`config.mk`:
```
export PLATFORM = sky130hd
export DESIGN_NAME = comparator_signed_serial_rx_flat
export DESIGN_NICKNAME = d
export VERILOG_FILES = /design/src/rtl/comparator_signed_serial_rx_if.sv /design/src/rtl/comparator_signed_serial_rx.sv /design/src/flat_wrapper.sv
export SDC_FILE = /design/constraint.sdc
export NUM_CORES = 1
export LEC_CHECK = 0
export BUFFER_PORTS_ARGS = -buffer_cell sky130_fd_sc_hd__buf_2
export CAP_MARGIN = 10
export CORE_ASPECT_RATIO = 0.8
export CORE_MARGIN = 2
export CORE_UTILIZATION = 45
export CTS_CLUSTER_DIAMETER = 40
export DETAILED_ROUTE_END_ITERATION = 12
export PLACE_DENSITY = 0.71
export REMOVE_ABC_BUFFERS = 1
export SKIP_CTS_REPAIR_TIMING = 1
export SLEW_MARGIN = 30
export SYNTH_ARGS = -nofsm -noshare
export SYNTH_HDL_FRONTEND = slang
export SYNTH_SLANG_ARGS = --single-unit
```
`constraint.sdc`:
```
create_clock -name clk -period 1.5 [get_ports clk]
set_input_delay 0.075 -clock clk [delete_from_list [all_inputs] [get_ports clk]]
set_output_delay 0.075 -clock clk [all_outputs]
set_load 0.1 [all_outputs]
```
`src/rtl/comparator_signed_serial_rx_if.sv`:
```
// Stream bundle for the digit-serial comparator: digit-pair input channel and verdict output channel.
interface comparator_signed_serial_rx_if #(
  parameter int DIGIT = 4,
  parameter int IDX_W = 4
) ();
  logic             in_valid;
  logic             in_ready;
  logic [DIGIT-1:0] in_a;
  logic [DIGIT-1:0] in_b;
  logic             out_valid;
  logic             out_ready;
  logic             out_lt;
  logic             out_eq;
  logic             out_gt;
  logic [IDX_W-1:0] out_idx;

  modport master (
    output in_valid, in_a, in_b, out_ready,
    input  in_ready, out_valid, out_lt, out_eq, out_gt, out_idx
  );

  modport slave (
    input  in_valid, in_a, in_b, out_ready,
    output in_ready, out_valid, out_lt, out_eq, out_gt, out_idx
  );
endinterface

```
`src/rtl/comparator_signed_serial_rx.sv`:
```
// Digit-serial lt/eq/gt comparator: operands arrive MSB-first, DIGIT bits per beat; the first
// differing digit decides the verdict and later digits are drained without effect.
module comparator_signed_serial_rx #(
  parameter int WIDTH  = 32,
  parameter int DIGIT  = 4,
  parameter bit SIGNED = 1'b1
) (
  input logic clk,
  input logic rst,
  comparator_signed_serial_rx_if.slave bus
);
  localparam int N     = (DIGIT >= 1) ? WIDTH / DIGIT : 1;
  localparam int CNT_W = (N > 1) ? $clog2(N) : 1;
  localparam int IDX_W = $clog2(N) + 1;

  if ((DIGIT < 1) || (WIDTH % DIGIT != 0)) begin : g_bad_params
    $fatal(1, "comparator_signed_serial_rx: WIDTH must be a positive multiple of DIGIT");
  end

  typedef enum logic {ACCEPT, RESULT} state_t;

  state_t             r_state, w_state_next;
  logic [CNT_W-1:0]   r_cnt;
  logic               r_decided;
  logic               r_acc_lt;
  logic [IDX_W-1:0]   r_acc_idx;
  logic               r_out_lt, r_out_eq, r_out_gt;
  logic [IDX_W-1:0]   r_out_idx;

  logic               w_in_ready, w_out_valid;
  logic               w_accept, w_release, w_last;
  logic [DIGIT-1:0]   w_a_dig, w_b_dig;
  logic               w_diff, w_dig_lt;

  // NOTE: state registers use non-blocking assignments so every flop samples pre-edge values.
  always_ff @(posedge clk) begin
    if (rst) r_state <= ACCEPT;
    else     r_state <= w_state_next;
  end

  // NOTE: every always_comb output gets a default first, so no path can infer a latch.
  always_comb begin
    w_state_next = r_state;
    w_in_ready   = 1'b0;
    w_out_valid  = 1'b0;
    case (r_state)
      ACCEPT: begin
        w_in_ready = 1'b1;
        if (bus.in_valid && w_last) w_state_next = RESULT;
      end
      RESULT: begin
        w_out_valid = 1'b1;
        if (bus.out_ready) w_state_next = ACCEPT;
      end
      default: w_state_next = ACCEPT;
    endcase
  end

  assign w_accept  = bus.in_valid & w_in_ready;
  assign w_release = w_out_valid & bus.out_ready;
  assign w_last    = (r_cnt == CNT_W'(N - 1));

  // Offset-binary trick: flipping the sign bit of the leading digit turns a signed compare unsigned.
  always_comb begin
    w_a_dig = bus.in_a;
    w_b_dig = bus.in_b;
    if (SIGNED && (r_cnt == '0)) begin
      w_a_dig[DIGIT-1] = ~bus.in_a[DIGIT-1];
      w_b_dig[DIGIT-1] = ~bus.in_b[DIGIT-1];
    end
  end

  assign w_diff   = (w_a_dig != w_b_dig);
  assign w_dig_lt = (w_a_dig < w_b_dig);

  always_ff @(posedge clk) begin
    if (rst) begin
      r_cnt     <= '0;
      r_decided <= 1'b0;
      r_acc_lt  <= 1'b0;
      r_acc_idx <= '0;
      r_out_lt  <= 1'b0;
      r_out_eq  <= 1'b0;
      r_out_gt  <= 1'b0;
      r_out_idx <= '0;
    end else begin
      if (w_accept) begin
        if (!r_decided && w_diff) begin
          r_decided <= 1'b1;
          r_acc_lt  <= w_dig_lt;
          r_acc_idx <= IDX_W'(r_cnt);
        end
        if (w_last) begin
          r_cnt     <= '0;
          r_out_lt  <= r_decided ? r_acc_lt  : (w_diff & w_dig_lt);
          r_out_gt  <= r_decided ? ~r_acc_lt : (w_diff & ~w_dig_lt);
          r_out_eq  <= ~r_decided & ~w_diff;
          r_out_idx <= r_decided ? r_acc_idx : (w_diff ? IDX_W'(r_cnt) : IDX_W'(N));
        end else begin
          r_cnt <= r_cnt + 1'b1;
        end
      end
      if (w_release) r_decided <= 1'b0;
    end
  end

  assign bus.in_ready  = w_in_ready;
  assign bus.out_valid = w_out_valid;
  assign bus.out_lt    = r_out_lt;
  assign bus.out_eq    = r_out_eq;
  assign bus.out_gt    = r_out_gt;
  assign bus.out_idx   = r_out_idx;
endmodule

```
`src/flat_wrapper.sv`:
```
// flat-port wrapper written by rule: the top's interface ports become plain ports
module comparator_signed_serial_rx_flat 
#(
  parameter int WIDTH  = 32,
  parameter int DIGIT  = 4,
  parameter bit SIGNED = 1'b1
)
  (clk, rst, bus_in_valid, bus_in_a, bus_in_b, bus_out_ready, bus_in_ready, bus_out_valid, bus_out_lt, bus_out_eq, bus_out_gt, bus_out_idx);
  comparator_signed_serial_rx_if #(.DIGIT(DIGIT), .IDX_W(($clog2((WIDTH / DIGIT)) + 1))) bus_i ();
  input logic clk;
  input logic rst;
  input wire logic [$bits(bus_i.in_valid)-1:0] bus_in_valid;
  input wire logic [$bits(bus_i.in_a)-1:0] bus_in_a;
  input wire logic [$bits(bus_i.in_b)-1:0] bus_in_b;
  input wire logic [$bits(bus_i.out_ready)-1:0] bus_out_ready;
  output wire logic [$bits(bus_i.in_ready)-1:0] bus_in_ready;
  output wire logic [$bits(bus_i.out_valid)-1:0] bus_out_valid;
  output wire logic [$bits(bus_i.out_lt)-1:0] bus_out_lt;
  output wire logic [$bits(bus_i.out_eq)-1:0] bus_out_eq;
  output wire logic [$bits(bus_i.out_gt)-1:0] bus_out_gt;
  output wire logic [$bits(bus_i.out_idx)-1:0] bus_out_idx;
  assign bus_i.in_valid = bus_in_valid;
  assign bus_i.in_a = bus_in_a;
  assign bus_i.in_b = bus_in_b;
  assign bus_i.out_ready = bus_out_ready;
  assign bus_in_ready = bus_i.in_ready;
  assign bus_out_valid = bus_i.out_valid;
  assign bus_out_lt = bus_i.out_lt;
  assign bus_out_eq = bus_i.out_eq;
  assign bus_out_gt = bus_i.out_gt;
  assign bus_out_idx = bus_i.out_idx;
  comparator_signed_serial_rx #(.WIDTH(WIDTH), .DIGIT(DIGIT), .SIGNED(SIGNED)) u_core (.clk(clk), .rst(rst), .bus(bus_i));
endmodule
```
Yosys cells after proc, flatten, opt, wreduce, memory -nomap -nowiden
Cells that the tools add are included.
- bits in registers: 16
- bits in latches: 0
- memory bits (writable): 0
- memory bits (read-only): 0
- input bits: 12
- output and inout port bits: 9
- logic and storage cells: 44
- memories: 0
- add/subtract/negate cells: 1
- $mul: 0
- div/mod/pow operators: 0
- $lt $le $gt $ge: 1
- eq/ne operators: 2
- shift-type cells: 0
- muxes and demuxes: 12
- bitwise logic cells: 12
- reduce and logical (&&, ||, !) cells: 7
- operators by type and width (operator ; number):
    $mux W1 ; 8
    $mux W4 ; 2
    $not A1 Y1 ; 7
    $and A1 B1 Y1 ; 5
    $lt A4 B4 Y1 ; 1
    $ne A4 B4 Y1 ; 1
    $reduce_and A2 Y1 ; 2
    $add A3 B1 Y3 const B ; 1
    $eq A3 B3 Y1 const B ; 1
    $logic_not A3 Y1 ; 1
    $mux W3 ; 1
    $logic_and A1 B1 Y1 ; 2
    $pmux W1 S2 ; 1
    $reduce_or A2 Y1 ; 1
    $logic_not A1 Y1 ; 1

Depth between registers and ports, before layout
- word-level depth: 6
- depth in mapped cells: 6

Least setup slack after synthesis
No wires, ideal clock.
- path type: reg-to-reg
- from: register u_core.r_state
- to: register u_core.r_out_gt (netlist: u_core.bus.out_gt)
- setup time: 115 ps
- arrival time: 1848 ps
- required time: 1385 ps
- slack: -464 ps
- cell stages (with the launch flop): 5
- cells stage by stage: dfxtp_1 nand3b_1 a21oi_1 and2_1 a21bo_2
- cells in the longest elaborated chain, start to end: 3
- RTL lines (item ; line ; text):
    start, declared ; comparator_signed_serial_rx.sv:22 ; state_t r_state, w_state_next;
    start signal, assigned ; comparator_signed_serial_rx.sv:38 ; else r_state <= w_state_next;
    $mux W1 ; comparator_signed_serial_rx.sv:46 ; case (r_state)
    $and A1 B1 Y1 ; comparator_signed_serial_rx.sv:59 ; assign w_accept = bus.in_valid & w_in_ready;
    $reduce_and A2 Y1 (no line) ; n/a ;
    end signal, assigned ; comparator_signed_serial_rx.sv:96 ; r_out_gt <= r_decided ? ~r_acc_lt : (w_diff & ~w_dig_lt);
    end, declared ; comparator_signed_serial_rx.sv:27 ; logic r_out_lt, r_out_eq, r_out_gt;
Every way passes these cells.
A chain may end at the register's enable or synchronous reset.

Worst setup path after layout
- from: register u_core.r_cnt[0]
- to: register u_core.r_acc_lt
- cells in the longest elaborated chain, start to end: 5
- elaborated cells between the ends (all ways): 7
- classes of those cells: 1 x order compare; 1 x eq/ne; 2 x mux; 3 x reduce/logical
- RTL lines (item ; line ; text):
    start, declared ; comparator_signed_serial_rx.sv:23 ; logic [CNT_W-1:0] r_cnt;
    start signal, assigned ; comparator_signed_serial_rx.sv:100 ; r_cnt <= r_cnt + 1'b1;
    $logic_not A3 Y1 * ; comparator_signed_serial_rx.sv:67 ; if (SIGNED && (r_cnt == '0)) begin
    $mux W1 ; comparator_signed_serial_rx.sv:67 ;
    $ne A4 B4 Y1 ; comparator_signed_serial_rx.sv:73 ; assign w_diff = (w_a_dig != w_b_dig);
    $logic_and A1 B1 Y1 ; comparator_signed_serial_rx.sv:88 ; if (!r_decided && w_diff) begin
    $reduce_and A2 Y1 (no line) ; n/a ;
    end signal, assigned ; comparator_signed_serial_rx.sv:90 ; r_acc_lt <= w_dig_lt;
    end, declared ; comparator_signed_serial_rx.sv:25 ; logic r_acc_lt;
Every way passes the cells marked *; elsewhere a longest branch is shown, timed or not.

==> qor.csv <==
metric,value,unit
initial antenna violation count,0,
min cycle time layout,1.44,ns
clock sinks,15,
Reg2Reg Capture Point,u_core.r_acc_lt$_SDFFE_PP0P_,
largest net degree at the start of global routing,16,
type of the worst min-delay path,input port to flop,
sw frac,0.285,
vias in the first global route,693,
die footprint,2160,µm²
"Remaining Overflow, GRT",0,
R2R depth,7,
Fillers,150,
register area,303,µm²
share of cells above drive strength 1,0.426,
root buf cell,clkbuf_4,
PwrDens,751,nW/µm²
worst endpoint required time,1.69,ns
core area,1660,µm²
vias per cell,5.25,
Final nets,148,
fin cells,151,
cell area after layout,1120,µm²
1st-pass router iterations,4,
"FF+latch count, synth",15,
Starting DRT DRC Count,9,
max_cap viols,0,
CP Launch Point,u_core.r_cnt[0]$_SDFFE_PP0P_,
Critical Path Start Type,flop,
Least-Margin Pin Slew,0.486,ns
Final Hold Vio Count,0,
fmax,0.696,GHz
dpl cell area,1020,µm²
# rows,13,
Synth Warn #,0,
Area Growth Syn to Fin,38.1,%
global-route wire length before repair,3110,µm
reg-to-reg critical path startpoint,u_core.r_cnt[0]$_SDFFE_PP0P_,
Hold Crit Depth,2,
Initial Util,0.489,
area occupied by multi-input gates,499,µm²
fin. max-slew vios,0,
internal power,602,µW
Finished Core Util,0.675,
antenna-violating nets left,0,
H-tree depth,1,
worst hold slack,0.136,ns
sequential power share,0.507,
total track usage,0.194,
Cells after Synth,92,
vias,792,
die height,42.0,µm
Clock Latency Late Sink,0.30,ns
CTS tree,yes,
GP Congestion,0.728,
routed length per instance,13.6,µm
# DRC,0,
Ports,21,
Detailed Place HPWL,1390,µm
TritonCTS Buffers,3,
CP Max Fanout,3,
crit path DAT,1.62,ns
static leakage,0.516,nW
crit path capture,u_core.r_acc_lt$_SDFFE_PP0P_,
Tcrit/Tclk final,0.957,
port bufs,20,
logic gate share of total power,0.203,
Netlist cell types,26,
kind of end point of the critical path,flop,
status,completed,
post-synthesis sequential area ratio,0.370,
drt total wl,2050,µm
Worst-path clk slew,0.10,ns
clock buffer depth,2,
post-synthesis cell area,811,µm²
power consumption,841,µW
Worst Setup Path Type,flop to flop,
Peak VDD IR,0.000606,V
headroom to the max-slew limit,0.678,
Clock Power Share,0.290,
Final Setup Violations,0,
Clock Skew,0.0109,ns
Switch Pwr,239,µW
Syn Area/Cell,8.81,µm²
R2R setup slack,0.06,ns
die width,51.5,µm
placed cells,145,
n_diodes,0,
[cells in the mapped netlist]
cell            instances  area (µm²)
nor2_1                 17        63.8
dfxtp_1                15         300
inv_1                   9        33.8
a21oi_1                 7        35.0
ha_1                    6        75.1
mux2i_1                 4        40.0
a211oi_1                3        22.5
a221oi_1                3        26.3
and2_1                  3        18.8
nor2b_1                 3        18.8
nor3_1                  3        15.0
o21ai_0                 3        15.0
buf_4                   2        15.0
nand2_1                 2        7.51
a2111oi_4               1        27.5
a21bo_2                 1        10.0
a32oi_1                 1        8.76
and2_2                  1        7.51
and2b_2                 1        8.76
and3_2                  1        7.51
dlymetal6s2s_1          1        12.5
nand2b_1                1        6.26
nand3b_1                1        7.51
nor3b_1                 1        7.51
o221a_2                 1        11.3
xnor2_1                 1        8.76
[critical path, cell delays in order (launching register included)]
cell,delay (ns)
dfxtp_2,0.35
buf_6,0.12
inv_1,0.09
ha_2,0.19
nor2b_4,0.17
nor3b_2,0.06
a211oi_2,0.24
a211oi_1,0.11
[per-stage QoR]
step | worst slack [ns] | TNS (ns)
2_1_floorplan | -0.464 | -3.59
3_3_place_gp | -0.0774 | -0.374
3_5_place_dp | -0.117 | -0.644
4_1_cts | -0.104 | -0.274
5_1_grt | -0.00231 | -0.00297
6_report | 0.0640 | 0
[power by group through the flow]
| stage | registers (mW) | logic (mW) | clock network [mW] |
|---|---|---|---|
| final | 0.426 | 0.171 | 0.244 |
| after global routing | 0.428 | 0.186 | 0.263 |
| after CTS | 0.423 | 0.154 | 0.245 |
| after detailed placement | 0.432 | 0.153 | 0 |
| after global placement | 0.431 | 0.145 | 0 |
| after floorplan | 0.431 | 0.0773 | 0 |
[flip-flops by register name, indices dropped and copies added, names as in the netlist]
register            cells
u_core.bus.out_idx      4
u_core.r_acc_idx        3
u_core.r_cnt            3
u_core.bus.out_gt       1
u_core.bus.out_lt       1
u_core.r_acc_lt         1
u_core.r_decided        1
u_core.r_state          1
[worst min-delay path by stage]
stage                   from  slack (ns)                               end
2_1_floorplan            rst        0.14         u_core.r_state$_SDFF_PP0_
3_3_place_gp   bus_out_ready        0.27     u_core.r_decided$_SDFFE_PP0P_
3_5_place_dp   bus_out_ready        0.28     u_core.r_decided$_SDFFE_PP0P_
4_1_cts        bus_out_ready       -0.03     u_core.r_decided$_SDFFE_PP0P_
5_1_grt                  rst        0.15  u_core.r_acc_idx[2]$_SDFFE_PP0P_
6_report                 rst        0.14  u_core.r_acc_idx[0]$_SDFFE_PP0P_
[routing by layer]
layer,track usage,share of wire,up-vias
li1,-,-,390
met1,0.238,0.42,383
met2,0.318,0.53,17
met3,0.0647,0.049,2
met4,0.0632,0.0083,0
met5,0,0,-
[kinds of logic (layout without fill, tap and decap cells)]
logic type | count (synthesis) | count (layout) | share of synthesized area
AOI/OAI and AO/OA | 20 | 20 | 0.193
buffers and inverters | 12 | 49 | 0.0756
xor gates and xnor gates | 1 | 1 | 0.0108
adders and majority gates | 6 | 6 | 0.0926
muxes | 4 | 4 | 0.0494
DFF | 15 | 15 | 0.370
and+or+nand+nor | 34 | 34 | 0.208
[cell usage in the layout, fill, tap and decap left out, drive strengths merged, types with 3 or more instances in the layout]
cell	Yosys	final
a211oi	3	3
a21oi	7	7
a221oi	3	3
and2	4	4
buf	2	35
clkbuf	0	4
dfxtp	15	15
ha	6	6
inv	9	9
mux2i	4	4
nor2	17	17
nor2b	3	3
nor3	3	3
o21ai	3	3
[layout make-up]
class	count	share of cell area
Multi-Input combinational cell	65	0.446
Tap cell	22	0.0246
Sequential cell	15	0.270
Inverter	9	0.0302
Timing Repair Buffer	36	0.206
Clock buffer	4	0.0235
Power figures use the tool's default switching activity.
